### src/rtl/mips_pkg.sv
// Shared MIPS constants and encode helpers, common to the control decoder and this encoder.
package mips_pkg;

    localparam int unsigned WORD_W  = 32;
    localparam int unsigned OP_W    = 6;
    localparam int unsigned REG_W   = 5;
    localparam int unsigned FUNCT_W = 6;
    localparam int unsigned IMM_W   = 16;
    localparam int unsigned KIND_W  = 2;

    localparam logic [OP_W-1:0] OP_RTYPE = 6'd0;
    localparam logic [OP_W-1:0] OP_LW    = 6'd35;
    localparam logic [OP_W-1:0] OP_SW    = 6'd43;
    localparam logic [OP_W-1:0] OP_BEQ   = 6'd4;

    localparam logic [FUNCT_W-1:0] F_ADD = 6'd32;
    localparam logic [FUNCT_W-1:0] F_SUB = 6'd34;
    localparam logic [FUNCT_W-1:0] F_AND = 6'd36;
    localparam logic [FUNCT_W-1:0] F_OR  = 6'd37;
    localparam logic [FUNCT_W-1:0] F_SLT = 6'd42;

    typedef enum logic [KIND_W-1:0] {
        KIND_RTYPE = 2'd0,
        KIND_LW    = 2'd1,
        KIND_SW    = 2'd2,
        KIND_BEQ   = 2'd3
    } kind_e;

    typedef struct packed {
        kind_e              kind;
        logic [REG_W-1:0]   rs;
        logic [REG_W-1:0]   rt;
        logic [REG_W-1:0]   rd;
        logic [FUNCT_W-1:0] funct;
        logic [IMM_W-1:0]   imm;
    } instr_req_t;

    // Only the ALU operations the single-cycle datapath implements are legal.
    function automatic logic funct_legal(input logic [FUNCT_W-1:0] f);
        return (f == F_ADD) || (f == F_SUB) || (f == F_AND) || (f == F_OR) || (f == F_SLT);
    endfunction

    // Build the 32-bit instruction word; fields unused by a kind are ignored.
    function automatic logic [WORD_W-1:0] encode(input instr_req_t r);
        logic [WORD_W-1:0] w;
        w = '0;
        case (r.kind)
            KIND_RTYPE: w = {OP_RTYPE, r.rs, r.rt, r.rd, 5'd0, r.funct};
            KIND_LW:    w = {OP_LW,    r.rs, r.rt, r.imm};
            KIND_SW:    w = {OP_SW,    r.rs, r.rt, r.imm};
            KIND_BEQ:   w = {OP_BEQ,   r.rs, r.rt, r.imm};
            default:    w = '0;
        endcase
        return w;
    endfunction

endpackage

### src/rtl/mips_instr_encoder_if.sv
// Request side (sequencer) and IM write side of the instruction encoder.
interface mips_instr_encoder_if
    import mips_pkg::*;
#(
    parameter int unsigned ADDR_W = 8
);
    logic                 req_valid;
    logic                 req_ready;
    logic [KIND_W-1:0]    req_kind;
    logic [REG_W-1:0]     req_rs;
    logic [REG_W-1:0]     req_rt;
    logic [REG_W-1:0]     req_rd;
    logic [FUNCT_W-1:0]   req_funct;
    logic [IMM_W-1:0]     req_imm;
    logic                 im_stall;
    logic                 im_we;
    logic [ADDR_W-1:0]    im_addr;
    logic [WORD_W-1:0]    im_wdata;
    logic [ADDR_W:0]      words_written;
    logic                 err_funct;
    logic                 mem_full;

    modport slave (
        input  req_valid, req_kind, req_rs, req_rt, req_rd, req_funct, req_imm, im_stall,
        output req_ready, im_we, im_addr, im_wdata, words_written, err_funct, mem_full
    );

    modport master (
        output req_valid, req_kind, req_rs, req_rt, req_rd, req_funct, req_imm, im_stall,
        input  req_ready, im_we, im_addr, im_wdata, words_written, err_funct, mem_full
    );
endinterface

### src/rtl/mips_instr_encoder_fifo.sv
// Synchronous FIFO with pointers and occupancy count; head word is visible combinationally.
module sync_fifo #(
    parameter int unsigned WIDTH = 32,
    parameter int unsigned DEPTH = 4
) (
    input  logic             clk,
    input  logic             rst,
    input  logic             i_push,
    input  logic             i_pop,
    input  logic [WIDTH-1:0] i_wdata,
    output logic [WIDTH-1:0] o_rdata,
    output logic             o_full,
    output logic             o_empty
);
    localparam int unsigned PTR_W = $clog2(DEPTH);
    localparam int unsigned CNT_W = PTR_W + 1;

    logic [WIDTH-1:0] r_mem [DEPTH];
    logic [PTR_W-1:0] r_wr_ptr;
    logic [PTR_W-1:0] r_rd_ptr;
    logic [CNT_W-1:0] r_count;
    logic             w_do_push;
    logic             w_do_pop;

    assign o_full    = (r_count == CNT_W'(DEPTH));
    assign o_empty   = (r_count == '0);
    assign o_rdata   = r_mem[r_rd_ptr];
    assign w_do_push = i_push && !o_full;
    assign w_do_pop  = i_pop && !o_empty;

    // Storage array; contents are don't-care until written, so no reset.
    always_ff @(posedge clk) begin
        if (w_do_push) begin
            r_mem[r_wr_ptr] <= i_wdata;
        end
    end

    // Pointers wrap naturally because DEPTH is a power of two.
    always_ff @(posedge clk) begin
        if (rst) begin
            r_wr_ptr <= '0;
            r_rd_ptr <= '0;
            r_count  <= '0;
        end else begin
            if (w_do_push) r_wr_ptr <= r_wr_ptr + PTR_W'(1);
            if (w_do_pop)  r_rd_ptr <= r_rd_ptr + PTR_W'(1);
            case ({w_do_push, w_do_pop})
                2'b10:   r_count <= r_count + CNT_W'(1);
                2'b01:   r_count <= r_count - CNT_W'(1);
                default: r_count <= r_count;
            endcase
        end
    end
endmodule

### src/rtl/mips_instr_encoder.sv
// Encodes instruction requests into MIPS words, queues them and writes them to IM in order.
module mips_instr_encoder
    import mips_pkg::*;
#(
    parameter int unsigned DEPTH     = 4,
    parameter int unsigned ADDR_W    = 8,
    parameter int unsigned BASE_ADDR = 0
) (
    input  logic                 clk,
    input  logic                 rst,
    input  logic                 restart,
    mips_instr_encoder_if.slave  bus
);
    localparam int unsigned       CNT_W     = ADDR_W + 1;
    localparam logic [ADDR_W-1:0] ADDR_BASE = ADDR_W'(BASE_ADDR);
    localparam logic [ADDR_W-1:0] ADDR_LAST = {ADDR_W{1'b1}};

    instr_req_t         w_req;
    logic [WORD_W-1:0]  w_word;
    logic [WORD_W-1:0]  w_head;
    logic               w_clear;
    logic               w_legal;
    logic               w_accept;
    logic               w_push;
    logic               w_pop;
    logic               w_fifo_full;
    logic               w_fifo_empty;

    logic               r_im_we;
    logic [ADDR_W-1:0]  r_im_addr;
    logic [WORD_W-1:0]  r_im_wdata;
    logic [ADDR_W-1:0]  r_next_addr;
    logic [CNT_W-1:0]   r_words_written;
    logic               r_err_funct;
    logic               r_mem_full;

    assign w_clear = rst || restart;
    assign w_req   = '{kind:  kind_e'(bus.req_kind),
                       rs:    bus.req_rs,
                       rt:    bus.req_rt,
                       rd:    bus.req_rd,
                       funct: bus.req_funct,
                       imm:   bus.req_imm};
    assign w_word  = encode(w_req);
    assign w_legal = (w_req.kind != KIND_RTYPE) || funct_legal(w_req.funct);

    // Ready depends on occupancy only: a same-cycle pop never frees a slot early.
    assign bus.req_ready = !w_fifo_full && !w_clear;
    assign w_accept      = bus.req_valid && bus.req_ready;
    assign w_push        = w_accept && w_legal;
    assign w_pop         = !w_fifo_empty && !bus.im_stall && !r_mem_full;

    sync_fifo #(
        .WIDTH (WORD_W),
        .DEPTH (DEPTH)
    ) u_fifo (
        .clk     (clk),
        .rst     (w_clear),
        .i_push  (w_push),
        .i_pop   (w_pop),
        .i_wdata (w_word),
        .o_rdata (w_head),
        .o_full  (w_fifo_full),
        .o_empty (w_fifo_empty)
    );

    // IM write port: one strobe per popped word; address/data hold while idle.
    always_ff @(posedge clk) begin
        if (w_clear) begin
            r_im_we         <= 1'b0;
            r_im_addr       <= ADDR_BASE;
            r_im_wdata      <= '0;
            r_next_addr     <= ADDR_BASE;
            r_words_written <= '0;
            r_mem_full      <= 1'b0;
        end else begin
            r_im_we <= w_pop;
            if (w_pop) begin
                r_im_addr       <= r_next_addr;
                r_im_wdata      <= w_head;
                r_next_addr     <= r_next_addr + ADDR_W'(1);
                r_words_written <= r_words_written + CNT_W'(1);
                if (r_next_addr == ADDR_LAST) begin
                    r_mem_full <= 1'b1;
                end
            end
        end
    end

    // Sticky record of a dropped RTYPE request with an unsupported funct.
    always_ff @(posedge clk) begin
        if (w_clear) begin
            r_err_funct <= 1'b0;
        end else if (w_accept && !w_legal) begin
            r_err_funct <= 1'b1;
        end
    end

    assign bus.im_we         = r_im_we;
    assign bus.im_addr       = r_im_addr;
    assign bus.im_wdata      = r_im_wdata;
    assign bus.words_written = r_words_written;
    assign bus.err_funct     = r_err_funct;
    assign bus.mem_full      = r_mem_full;
endmodule

### src/flat_wrapper.sv
// flat-port wrapper written by rule: the top's interface ports become plain ports
module mips_instr_encoder_flat import mips_pkg::*;
#(
    parameter int unsigned DEPTH     = 4,
    parameter int unsigned ADDR_W    = 8,
    parameter int unsigned BASE_ADDR = 0
)
  (clk, rst, restart, bus_req_valid, bus_req_kind, bus_req_rs, bus_req_rt, bus_req_rd, bus_req_funct, bus_req_imm, bus_im_stall, bus_req_ready, bus_im_we, bus_im_addr, bus_im_wdata, bus_words_written, bus_err_funct, bus_mem_full);
  mips_instr_encoder_if #(.ADDR_W(ADDR_W)) bus_i ();
  input  logic clk;
  input  logic rst;
  input  logic restart;
  input wire logic [$bits(bus_i.req_valid)-1:0] bus_req_valid;
  input wire logic [$bits(bus_i.req_kind)-1:0] bus_req_kind;
  input wire logic [$bits(bus_i.req_rs)-1:0] bus_req_rs;
  input wire logic [$bits(bus_i.req_rt)-1:0] bus_req_rt;
  input wire logic [$bits(bus_i.req_rd)-1:0] bus_req_rd;
  input wire logic [$bits(bus_i.req_funct)-1:0] bus_req_funct;
  input wire logic [$bits(bus_i.req_imm)-1:0] bus_req_imm;
  input wire logic [$bits(bus_i.im_stall)-1:0] bus_im_stall;
  output wire logic [$bits(bus_i.req_ready)-1:0] bus_req_ready;
  output wire logic [$bits(bus_i.im_we)-1:0] bus_im_we;
  output wire logic [$bits(bus_i.im_addr)-1:0] bus_im_addr;
  output wire logic [$bits(bus_i.im_wdata)-1:0] bus_im_wdata;
  output wire logic [$bits(bus_i.words_written)-1:0] bus_words_written;
  output wire logic [$bits(bus_i.err_funct)-1:0] bus_err_funct;
  output wire logic [$bits(bus_i.mem_full)-1:0] bus_mem_full;
  assign bus_i.req_valid = bus_req_valid;
  assign bus_i.req_kind = bus_req_kind;
  assign bus_i.req_rs = bus_req_rs;
  assign bus_i.req_rt = bus_req_rt;
  assign bus_i.req_rd = bus_req_rd;
  assign bus_i.req_funct = bus_req_funct;
  assign bus_i.req_imm = bus_req_imm;
  assign bus_i.im_stall = bus_im_stall;
  assign bus_req_ready = bus_i.req_ready;
  assign bus_im_we = bus_i.im_we;
  assign bus_im_addr = bus_i.im_addr;
  assign bus_im_wdata = bus_i.im_wdata;
  assign bus_words_written = bus_i.words_written;
  assign bus_err_funct = bus_i.err_funct;
  assign bus_mem_full = bus_i.mem_full;
  mips_instr_encoder #(.DEPTH(DEPTH), .ADDR_W(ADDR_W), .BASE_ADDR(BASE_ADDR)) u_core (.clk(clk), .rst(rst), .restart(restart), .bus(bus_i));
endmodule
### config.mk
export PLATFORM = sky130hd
export DESIGN_NAME = mips_instr_encoder_flat
export DESIGN_NICKNAME = d
export VERILOG_FILES = /design/src/rtl/mips_pkg.sv /design/src/rtl/mips_instr_encoder_if.sv /design/src/rtl/mips_instr_encoder_fifo.sv /design/src/rtl/mips_instr_encoder.sv /design/src/flat_wrapper.sv
export SDC_FILE = /design/constraint.sdc
export NUM_CORES = 1
export LEC_CHECK = 0
export ABC_AREA = 1
export BUFFER_PORTS_ARGS = -buffer_cell sky130_fd_sc_hd__buf_4
export CORE_MARGIN = 2
export CORE_UTILIZATION = 57
export CTS_CLUSTER_SIZE = 30
export DETAILED_ROUTE_END_ITERATION = 8
export GPL_ROUTABILITY_DRIVEN = 0
export HOLD_SLACK_MARGIN = 0.03
export PLACE_DENSITY = 0.85
export SYNTH_ARGS = -nofsm -noshare
export SYNTH_HDL_FRONTEND = slang
export SYNTH_SLANG_ARGS = --single-unit
### constraint.sdc
create_clock -name clk -period 2.92 [get_ports clk]
set_input_delay 0 -clock clk [delete_from_list [all_inputs] [get_ports clk]]
set_output_delay 0 -clock clk [all_outputs]
set_load 0.01 [all_outputs]
==> reports/qor.txt, run 1 <==
Skew-Pair Late Insertion Delay: 0.43 ns
cell taking the most area after synthesis: edfxtp_1
syn avg cell area: 10.5 um2
H-tree depth: 4
Max Clk Rate: 0.443 GHz
first-pass GRT wire length: 26.0 mm
grt total ovfl: 0
RSZ-0062 raised after global routing: no
kind of critical path: input pin to flop
Routed Antenna Nets: 0
status: completed
Tcrit/Tclk final: 77.2%
final wirelength: 16.6 mm
Synth Flop Type: edfxtp_1
Crit path largest cell delay: 0.55 ns
GRT Overall Usage: 25.6%
Post-synth top cells: 158 x nor2_1, 116 x edfxtp_1, 110 x o21ai_0
Initial Util: 57.9%
die width: 117 um
Top-Level Pins: 97
number of diodes: 0
FFs w/ async S/R, synth: 0%
Yosys warnings: 0
TritonCTS buffer count: 17
CTS tree: built
DP HPWL: 9.61 mm
CP max-delay cell: dlygate4sd3_1
Reg clk slew, reported paths: 0.07 ns
CP endpoint kind: flop
CP most frequent cell: nand2_1
Buf/Inv on CP: 4
Routed wire per std cell: 16.7 um
CP top delay family: buffers and inverters
post-synthesis cell area: 7240 um2
Area Overhead vs Synth: 23.5%
Port Buffers: 95
Power Dens Cells: 589 nW/um2
worst min path class: input pin to flop
setup TNS: 0 ns
Critical Path, Cell by Cell: dlygate4sd3_1 -> buf_4 -> inv_1 -> ha_1 -> nand2_1 -> nand2_1 -> ha_1 -> inv_1 -> fa_1 -> a21oi_1 -> o21ai_0 -> nand2_1 -> nand2_1 -> nor2_1
sequential area share after synthesis: 65.8%
row count: 41
top-area cell type share of the netlist area: 48.1%
CTS root buffer: clkbuf_16
Post-synth EDFFs: 116
chip height: 117 um
unique cell type count in the Yosys netlist: 30
Power Total: 5270 uW
Clock Sinks: 180
largest net degree at the start of global routing: 63
post-cts gate resize count: 0
initial drt markers: 513
layout cells sized above 1: 17.9%
Crit Path Max Fanout: 5
synthesized flop and latch total: 180
Worst-Margin Slew: 0.944 ns
Net Count, Synth: 750
placed cell area: 8040 um2
top cells by area, synth: edfxtp_1 48%, dfxtp_1 18%, nor2_1 8.2%
Synth Instances: 692
clock tree buffer depth: 2
Nets: 868
routed via count: 5558
final-report hold violation count: 0
Final Skew: 0.00697 ns
via/cell ratio: 5.59
DR pass1 iterations: 5
max_cap viols: 0
count leader, synth: nor2_1
minimum clock period: 2.25 ns
initial antenna violation count: 0
Core ar.: 12500 um2
CP required: 3.28 ns
final setup fails: 0
design area: 8940 um2
Slew Limit Fails: 0
CP arrival: 2.62 ns
die area: 13600 um2
vias in the first global route: 5480
normalized max-slew margin: 37.0%
DR DRC count: 0
leakage: 0.00345 uW
critical path startpoint category: input pin
worst vdd ir: 414 uV
power by group:
part,internal [uW],switching (uW)
logic,129,163
clock network,1280,944
registers,2740,11.5
worst paths after layout:
kind                            slack (ns)  cells after the start                          to                      from
worst max register to register        0.67                     13    u_core.u_fifo.r_count[2]  u_core.u_fifo.r_count[0]
worst min register to register        0.46                      2        u_core.bus.err_funct      u_core.bus.err_funct
worst min-delay path                  0.05                      2  u_core.u_fifo.r_mem[0][29]           bus_req_kind[1]
worst max-delay path                  0.67                     14    u_core.u_fifo.r_count[2]           bus_req_kind[0]
stage by stage:
step                      util [%]  hold slack (ns)  cells  worst slack (ns)
after floorplan                  -           0.0989    692             0.385
after global placement        64.2            0.201    930             0.909
after detailed placement      64.2            0.204    930             0.712
after CTS                     71.4           0.0362    995             0.692
after global routing          71.4           0.0572    995             0.523
final                         71.4           0.0493    995             0.665
flip-flops by register name, summed over array words and instances (netlist names):
register	flops
u_core.bus.im_wdata	29
u_core.bus.im_addr	8
u_core.u_fifo.r_count	3
u_core.bus.mem_full	1
u_core.r_next_addr	8
u_core.u_fifo.r_mem	116
u_core.u_fifo.r_wr_ptr	2
u_core.u_fifo.r_rd_ptr	2
u_core.bus.im_we	1
u_core.bus.err_funct	1
u_core.bus.words_written	9
layer usage:
layer | GRT usage (%) | vias up | wire, um
met4 | 13.0 | 0 | 396
met1 | 29.4 | 2656 | 6500
met3 | 6.23 | 37 | 1150
li1 | - | 2603 | -
met5 | 0 | - | 0
met2 | 44.5 | 262 | 8600
kinds of logic (layout without fill, tap and decap cells):
group | Yosys count | count (layout) | synth area share, %
DFF | 180 | 180 | 65.8
and+or+nand+nor | 244 | 244 | 13.5
other | 1 | 1 | 0.0518
adders and majority gates | 14 | 14 | 2.52
AOI/OAI and AO/OA | 166 | 166 | 12.5
buffers and inverters | 87 | 218 | 5.70
repair_timing:
item | 4_1_cts | 5_1_grt
buffers inserted | 0 | 0
hold buffers | 33 | 0
hold endpoints to repair | 102 | 0
endpoints found under the setup margin | 0 | 0
layout by cell type, fill, tap and decap left out, drive strengths merged:
cell,n
nand3b,1
nand4,1
clkinv,4
o22ai,29
ha,13
a211oi,1
a21oi,20
dlygate4sd3,33
nand3,16
nand2,59
bufinv,2
nor2,161
buf,106
dfxtp,64
fa,1
a22o,6
o21ai,110
and3,1
nor3,3
and2,1
conb,1
nor3b,1
inv,49
clkbuf,20
clkinvlp,4
edfxtp,116
final cells by class:
type                            count  area, um2
Sequential cell                   180       4770
Fill cell                         837       3570
Multi-Input combinational cell    425       2080
Timing Repair Buffer              139       1130
Clock buffer                       20        447
Tap cell                          172        215
Inverter                           47        176
Clock inverter                     12        130
Note: power is estimated with default switching activity, not from simulation.
==> inputs of run 2 (changes only) <==
- CORE_UTILIZATION: 57 -> 52
- PLACE_DENSITY: 0.85 -> 0.82
- clock period: 2.92 -> 2 ns (I/O delays scaled with it)
==> run 2 against run 1 <==
Net effect:
- worst hold slack better by 0.0053 ns
- highest routed layer unchanged
- combinational power increased by 48%
- core utilization shrank 5.4 points
- critical path type is now flop to flop
- final cell count is 1.9% higher
- global-route usage decreased by 4.5 points
- wire length decreased by 9.7%
- die area rose by 9.3%
- clock skew grew 0.0029 ns
- largest cell class unchanged
==> reports/qor.txt, run 2 (synthesis results as in run 1) <==
DP HPWL: 8.87 mm (-7.6%)
Power Dens Cells: 833 nW/um2 (+41%)
DR pass1 iterations: 5 (unchanged)
pre-CTS setup slack: 0.113 ns (-0.599 ns)
RSZ-0062 raised after global routing: no
chip height: 122 um (+4.5%)
Most Crowded Layer GR: met2
reg-to-reg endpoint: u_core.u_fifo.r_count[2]
most frequent cells in the layout: 153 x nor2_1, 116 x edfxtp_1, 115 x buf_4, 109 x o21ai_0, 63 x dfxtp_1
initial drt markers: 505 (-1.6%)
final setup fails: 0 (unchanged)
Routed wire per std cell: 14.8 um (-11%)
CP required: 2.36 ns (-0.92 ns)
Final Skew: 0.00990 ns (+0.00293 ns)
worst vdd ir: 536 uV (+29%)
Clock Sinks: 180 (unchanged)
CP most frequent cell: nand2_1
reg2reg path depth: 13 (unchanged)
Reg2Reg Launch Point: u_core.u_fifo.r_count[1]
met3 global-route usage: 4.35% (-1.9 points)
max reg flops: 116 (unchanged)
row count: 43 (+4.9%)
Max Clk Rate: 0.554 GHz
kind of critical path: flop to flop
CP max-delay cell: fa_2
GRT met1 Usage: 26.1% (-3.3 points)
layout cells sized above 1: 19.4% (+1.6 points)
largest net degree at the start of global routing: 60 (-4.8%)
grt total ovfl: 0 (unchanged)
fin worst setup slack: 0.195 ns (-0.470 ns)
Critical Path, Cell by Cell: nor2_4 -> nand2_1 -> nand2_1 -> nor2_2 -> nand2_1 -> ha_1 -> inv_1 -> fa_2 -> a21oi_2 -> o21ai_1 -> nand2_1 -> nand2_1 -> nor2_1
worst hold start: bus_req_funct[1]
TritonCTS buffer count: 17 (unchanged)
CP arrival: 2.17 ns (-0.45 ns)
GRT Overall Usage: 21.1% (-4.5 points)
first-pass GRT wire length: 23.9 mm (-8.1%)
Top-Level Pins: 97 (unchanged)
minimum clock period: 1.80 ns
M2 GR Usage: 35.8% (-8.8 points)
critical path startpoint category: flop
CTS tree: built
Crit path largest cell delay: 0.35 ns (-0.20 ns)
CP endpoint kind: flop
vias in the first global route: 4958 (-9.5%)
DR DRC count: 0 (unchanged)
Buf/Inv on CP: 1 (-3)
Nets: 879 (+1.3%)
via/cell ratio: 5.25 (-6.1%)
Skew-Pair Late Insertion Delay: 0.43 ns (about the same)
Routed Antenna Nets: 0 (unchanged)
Reg clk slew, reported paths: 0.07 ns (about the same)
Core ar.: 13700 um2 (+9.6%)
Crit Path Max Fanout: 3 (-2)
Initial Util: 52.8% (-5.1 points)
Tcrit/Tclk final: 90.2%
Biggest register: u_core.u_fifo.r_mem
die width: 122 um (+4.5%)
Worst Hold Depth: 6 (+4)
status: completed
Power Total: 7550 uW (+43%)
final wirelength: 15.0 mm (-9.7%)
Slew Limit Fails: 0 (unchanged)
clock tree buffer depth: 2 (unchanged)
CP top delay family: simple AND/OR/NAND/NOR gates
initial antenna violation count: 0 (unchanged)
die area: 14900 um2 (+9.3%)
worst reg-to-reg setup slack: 0.20 ns (-0.47 ns)
CTS root buffer: clkbuf_16
normalized max-slew margin: 60.4% (+23 points)
max_cap viols: 0 (unchanged)
routed via count: 5321 (-4.3%)
leakage: 0.00352 uW (+1.9%)
Worst Hold End: u_core.bus.err_funct
Port Buffers: 95 (unchanged)
final-report hold violation count: 0 (unchanged)
H-tree depth: 4 (unchanged)
Worst-Margin Slew: 0.595 ns (-0.350 ns)
worst min path class: input pin to flop
commonest non-fill, non-tap cell in the layout: nor2_1
Area Overhead vs Synth: 25.2%
number of diodes: 0 (unchanged)
run 2: worst max-delay path by stage:
| stage | startpoint | to | slack (ns) | cells past startpoint |
|---|---|---|---|---|
| 2_1_floorplan | u_core.u_fifo.r_count[0] | u_core.u_fifo.r_mem[0][0] | -0.11 | 6 |
| 3_3_place_gp | u_core.u_fifo.r_count[0] | u_core.u_fifo.r_count[2] | 0.15 | 13 |
| 3_5_place_dp | u_core.u_fifo.r_count[0] | u_core.u_fifo.r_count[2] | 0.11 | 13 |
| 4_1_cts | u_core.u_fifo.r_count[0] | u_core.u_fifo.r_count[2] | 0.08 | 13 |
| 5_1_grt | u_core.u_fifo.r_count[1] | u_core.u_fifo.r_count[2] | 0.01 | 13 |
| 6_report | u_core.u_fifo.r_count[1] | u_core.u_fifo.r_count[2] | 0.20 | 13 |
run 2: per-layer routing:
metal	wire (um)	up-vias	part of all wire, %
met3	946	33	6.3
met5	0	-	0
met2	7600	178	51
li1	-	2622	-
met1	6120	2488	41
met4	375	0	2.5
run 2: worst reg2reg max path, delay by kind of cell (launching register included):
family | cells | cell delay, ns
AO/OA/AOI/OAI | 2 | 0.22
flip-flops | 1 | 0.34
adder cells (fa/ha/maj) | 2 | 0.50
buffers and inverters | 1 | 0.07
AND/OR/NAND/NOR | 8 | 0.59
run 2: repair_timing:
| action | CTS | global route |
|---|---|---|
| endpoints found under the hold margin | 108 | 0 |
| resized for setup | 0 | 3 |
| buffers inserted | 0 | 1 |
| hold buffers | 33 | 0 |
| endpoints found under the setup margin | 0 | 1 |
run 2: where the power goes:
group	total [uW]	switching, uW	internal (uW)	leakage (uW)
registers	4020	15.3	4000	0.00157
clock network	3100	1450	1660	0.000271
logic	431	235	196	0.00168
total	7550	1700	5860	0.00352
run 2: final cells by class:
| cell class | instances | area (um2) |
|---|---|---|
| Clock buffer | 18 | 439 |
| Sequential cell | 180 | 4770 |
| Inverter | 47 | 176 |
| Clock inverter | 14 | 115 |
| Multi-Input combinational cell | 425 | 2110 |
| Tap cell | 180 | 225 |
| Fill cell | 993 | 4660 |
| Timing Repair Buffer | 150 | 1230 |
run 2: through the flow:
| stage | cell area [um2] | utilization [%] | hold WS (ns) | setup TNS (ns) | instances |
|---|---|---|---|---|---|
| floorplan | 7250 | - | 0.0989 | -12.31 | 692 |
| detailed placement | 8170 | 59.5 | 0.204 | 0 | 948 |
| finish | 9060 | 66.1 | 0.0546 | 0 | 1014 |
| global placement | 8170 | 59.5 | 0.204 | 0 | 948 |
| global route | 9060 | 66.1 | 0.0746 | 0 | 1014 |
| CTS | 9050 | 66.0 | 0.0455 | 0 | 1013 |
==> inputs of run 3 (changes only) <==
- CORE_UTILIZATION: 52 -> 62
- PLACE_DENSITY: 0.82 -> 0.91
- clock period: 2 -> 2.3 ns (I/O delays scaled with it)
==> run 3 against run 2 <==
Net effect:
- die area is 16% lower
- via count is 9.9% higher
- first-iteration DRC count rose by 28%
- critical path type unchanged
- largest power group unchanged
==> reports/qor.txt, run 3 (synthesis results as in run 1) <==
Top-Level Pins: 97 (unchanged)
clock tree buffer depth: 2 (unchanged)
critical path startpoint category: flop
vias in the first global route: 5697 (+15%)
Reg clk slew, reported paths: 0.07 ns (about the same)
grt total ovfl: 0 (unchanged)
worst vdd ir: 588 uV (+9.6%)
Initial Util: 63.4% (+11 points)
Biggest register: u_core.u_fifo.r_mem
Power Dens Cells: 772 nW/um2 (-7.3%)
Worst-Margin Slew: 0.942 ns (+0.348 ns)
DR pass1 iterations: 6 (+1)
WP depth: 12 (-1)
placed cell area: 8040 um2 (-1.5%)
final-report hold violation count: 0 (unchanged)
final wirelength: 18.8 mm (+25%)
CP endpoint kind: flop
H-tree depth: 4 (unchanged)
Worst Hold Depth: 6 (unchanged)
row count: 39 (-9.3%)
Fillers: 616 (-38%)
fin util: 79.2% (+13 points)
CP most frequent cell: nand2_1
Max Clk Rate: 0.471 GHz (-15%)
design area: 9040 um2 (-0.25%)
layout cells sized above 1: 18.2% (-1.2 points)
via/cell ratio: 6.04 (+15%)
reg2reg path depth: 12 (-1)
leakage: 0.00350 uW (-0.56%)
DR DRC count: 0 (unchanged)
Critical Path End: u_core.u_fifo.r_count[2]
initial drt markers: 644 (+28%)
CP Launch Point: u_core.u_fifo.r_count[0]
initial antenna violation count: 0 (unchanged)
DP HPWL: 9.78 mm (+10%)
status: completed
footprint of the multi-input gates: 2090 um2 (-0.77%)
reg-to-reg endpoint: u_core.u_fifo.r_count[2]
CTS root buffer: clkbuf_16
Clock Sinks: 180 (unchanged)
number of diodes: 0 (unchanged)
largest net degree at the start of global routing: 63 (+5.0%)
chip height: 112 um (-8.1%)
Final Skew: 0.0128 ns (+0.00288 ns)
max_cap viols: 0 (unchanged)
CP top delay family: simple AND/OR/NAND/NOR gates
Post CTS Setup Buffer Count: 0 (unchanged)
Port Buffers: 95 (unchanged)
most frequent cells in the layout: 152 x nor2_1, 116 x edfxtp_1, 110 x o21ai_0, 101 x buf_4, 63 x dfxtp_1
Tcrit/Tclk final: 92.4% (+2.2 points)
minimum clock period: 2.13 ns (+0.320 ns)
die area: 12600 um2 (-16%)
GRT Overall Usage: 30.1% (+9.0 points)
max reg flops: 116 (unchanged)
Crit Path Max Fanout: 6 (+3)
Crit path largest cell delay: 0.37 ns (+0.02 ns)
Nets: 870 (-1.0%)
Routed Antenna Nets: 0 (unchanged)
normalized max-slew margin: 37.1% (-23 points)
Slew Limit Fails: 0 (unchanged)
Buf/Inv on CP: 1 (unchanged)
CP max-delay cell: fa_1
die width: 112 um (-8.1%)
Core ar.: 11400 um2 (-17%)
worst min path class: input pin to flop
CP arrival: 2.46 ns (+0.29 ns)
Power Total: 6980 uW (-7.6%)
CP required: 2.63 ns (+0.27 ns)
RSZ-0062 raised after global routing: no
Skew-Pair Late Insertion Delay: 0.44 ns (about the same)
CTS tree: built
Storage cell area: 4770 um2 (unchanged)
first-pass GRT wire length: 29.0 mm (+21%)
worst hold start: bus_req_funct[1]
Critical Path, Cell by Cell: nor2_4 -> nand2_1 -> nand2_1 -> nor2_2 -> nand2_4 -> ha_1 -> inv_1 -> fa_1 -> o21ai_0 -> nand2_1 -> nand2_1 -> nor2_1
worst reg-to-reg setup slack: 0.17 ns (-0.02 ns)
commonest non-fill, non-tap cell in the layout: nor2_1
Routed wire per std cell: 19.4 um (+31%)
Reg2Reg Launch Point: u_core.u_fifo.r_count[0]
TritonCTS buffer count: 17 (unchanged)
final setup fails: 0 (unchanged)
setup TNS: 0 ns (unchanged)
kind of critical path: flop to flop
routed via count: 5849 (+9.9%)
Area Overhead vs Synth: 24.8%
run 3: cell types whose count changed in the layout (fill, tap and decap cells not counted), moves of 2 or more:
| cell | before | now |
|---|---|---|
| inv_8 | 3 | 1 |
| dlygate4sd3_1 | 33 | 36 |
| buf_12 | 2 | 4 |
| buf_4 | 115 | 101 |
| clkinvlp_4 | 2 | 5 |
| nor2_2 | 2 | 7 |
| bufinv_16 | 0 | 4 |
| inv_6 | 5 | 2 |
| nor2_4 | 6 | 2 |
run 3: layout make-up:
| cell class | instances | share of cell area (%) |
|---|---|---|
| clock inverter | 14 | 2.21 |
| inverter | 47 | 1.95 |
| sequential | 180 | 52.7 |
| timing repair buffer | 141 | 13.3 |
| tap | 143 | 1.98 |
| multi-input combinational | 425 | 23.1 |
| clock buffer | 18 | 4.75 |
run 3: worst reg2reg max path, cell delays in order (launching register included):
cell and delay [ns]:
dfxtp_1 0.36, nor2_4 0.18, nand2_1 0.06, nand2_1 0.10, nor2_2 0.09, nand2_4 0.11, ha_1 0.17, inv_1 0.07
fa_1 0.38, o21ai_0 0.26, nand2_1 0.10, nand2_1 0.09, nor2_1 0.05
run 3: worst min path at each step:
stage	endpoint	slack, ns
final	u_core.bus.err_funct	0.05
after global routing	u_core.bus.err_funct	0.06
after detailed placement	u_core.u_fifo.r_mem[0][16]	0.20
after floorplan	u_core.u_fifo.r_mem[0][16]	0.1
after global placement	u_core.u_fifo.r_mem[0][16]	0.20
after CTS	u_core.bus.err_funct	0.03
run 3: repair_timing:
| item | 4_1_cts | 5_1_grt |
|---|---|---|
| endpoints found under the setup margin | 0 | 9 |
| resized for setup | 0 | 3 |
| hold endpoints to repair | 109 | 0 |
| hold buffers | 36 | 0 |
run 3: metrics by stage:
stage	std cells	worst slack [ns]	hold slack [ns]
2_1_floorplan	692	-0.235	0.0989
3_3_place_gp	900	0.283	0.200
3_5_place_dp	900	0.153	0.204
4_1_cts	968	0.145	0.0321
5_1_grt	968	0.0408	0.0648
6_report	968	0.175	0.0475
run 3: power breakdown:
part	switching [uW]	internal (uW)
Combinational	222	168
Sequential	16.1	3480
Clock	1260	1830
run 3: per-layer routing:
metal	share of wire (%)	GRT usage (%)
met4	3.1	13.7
met3	9.3	7.34
met5	0	0
met2	52	52.6
met1	36	35.5
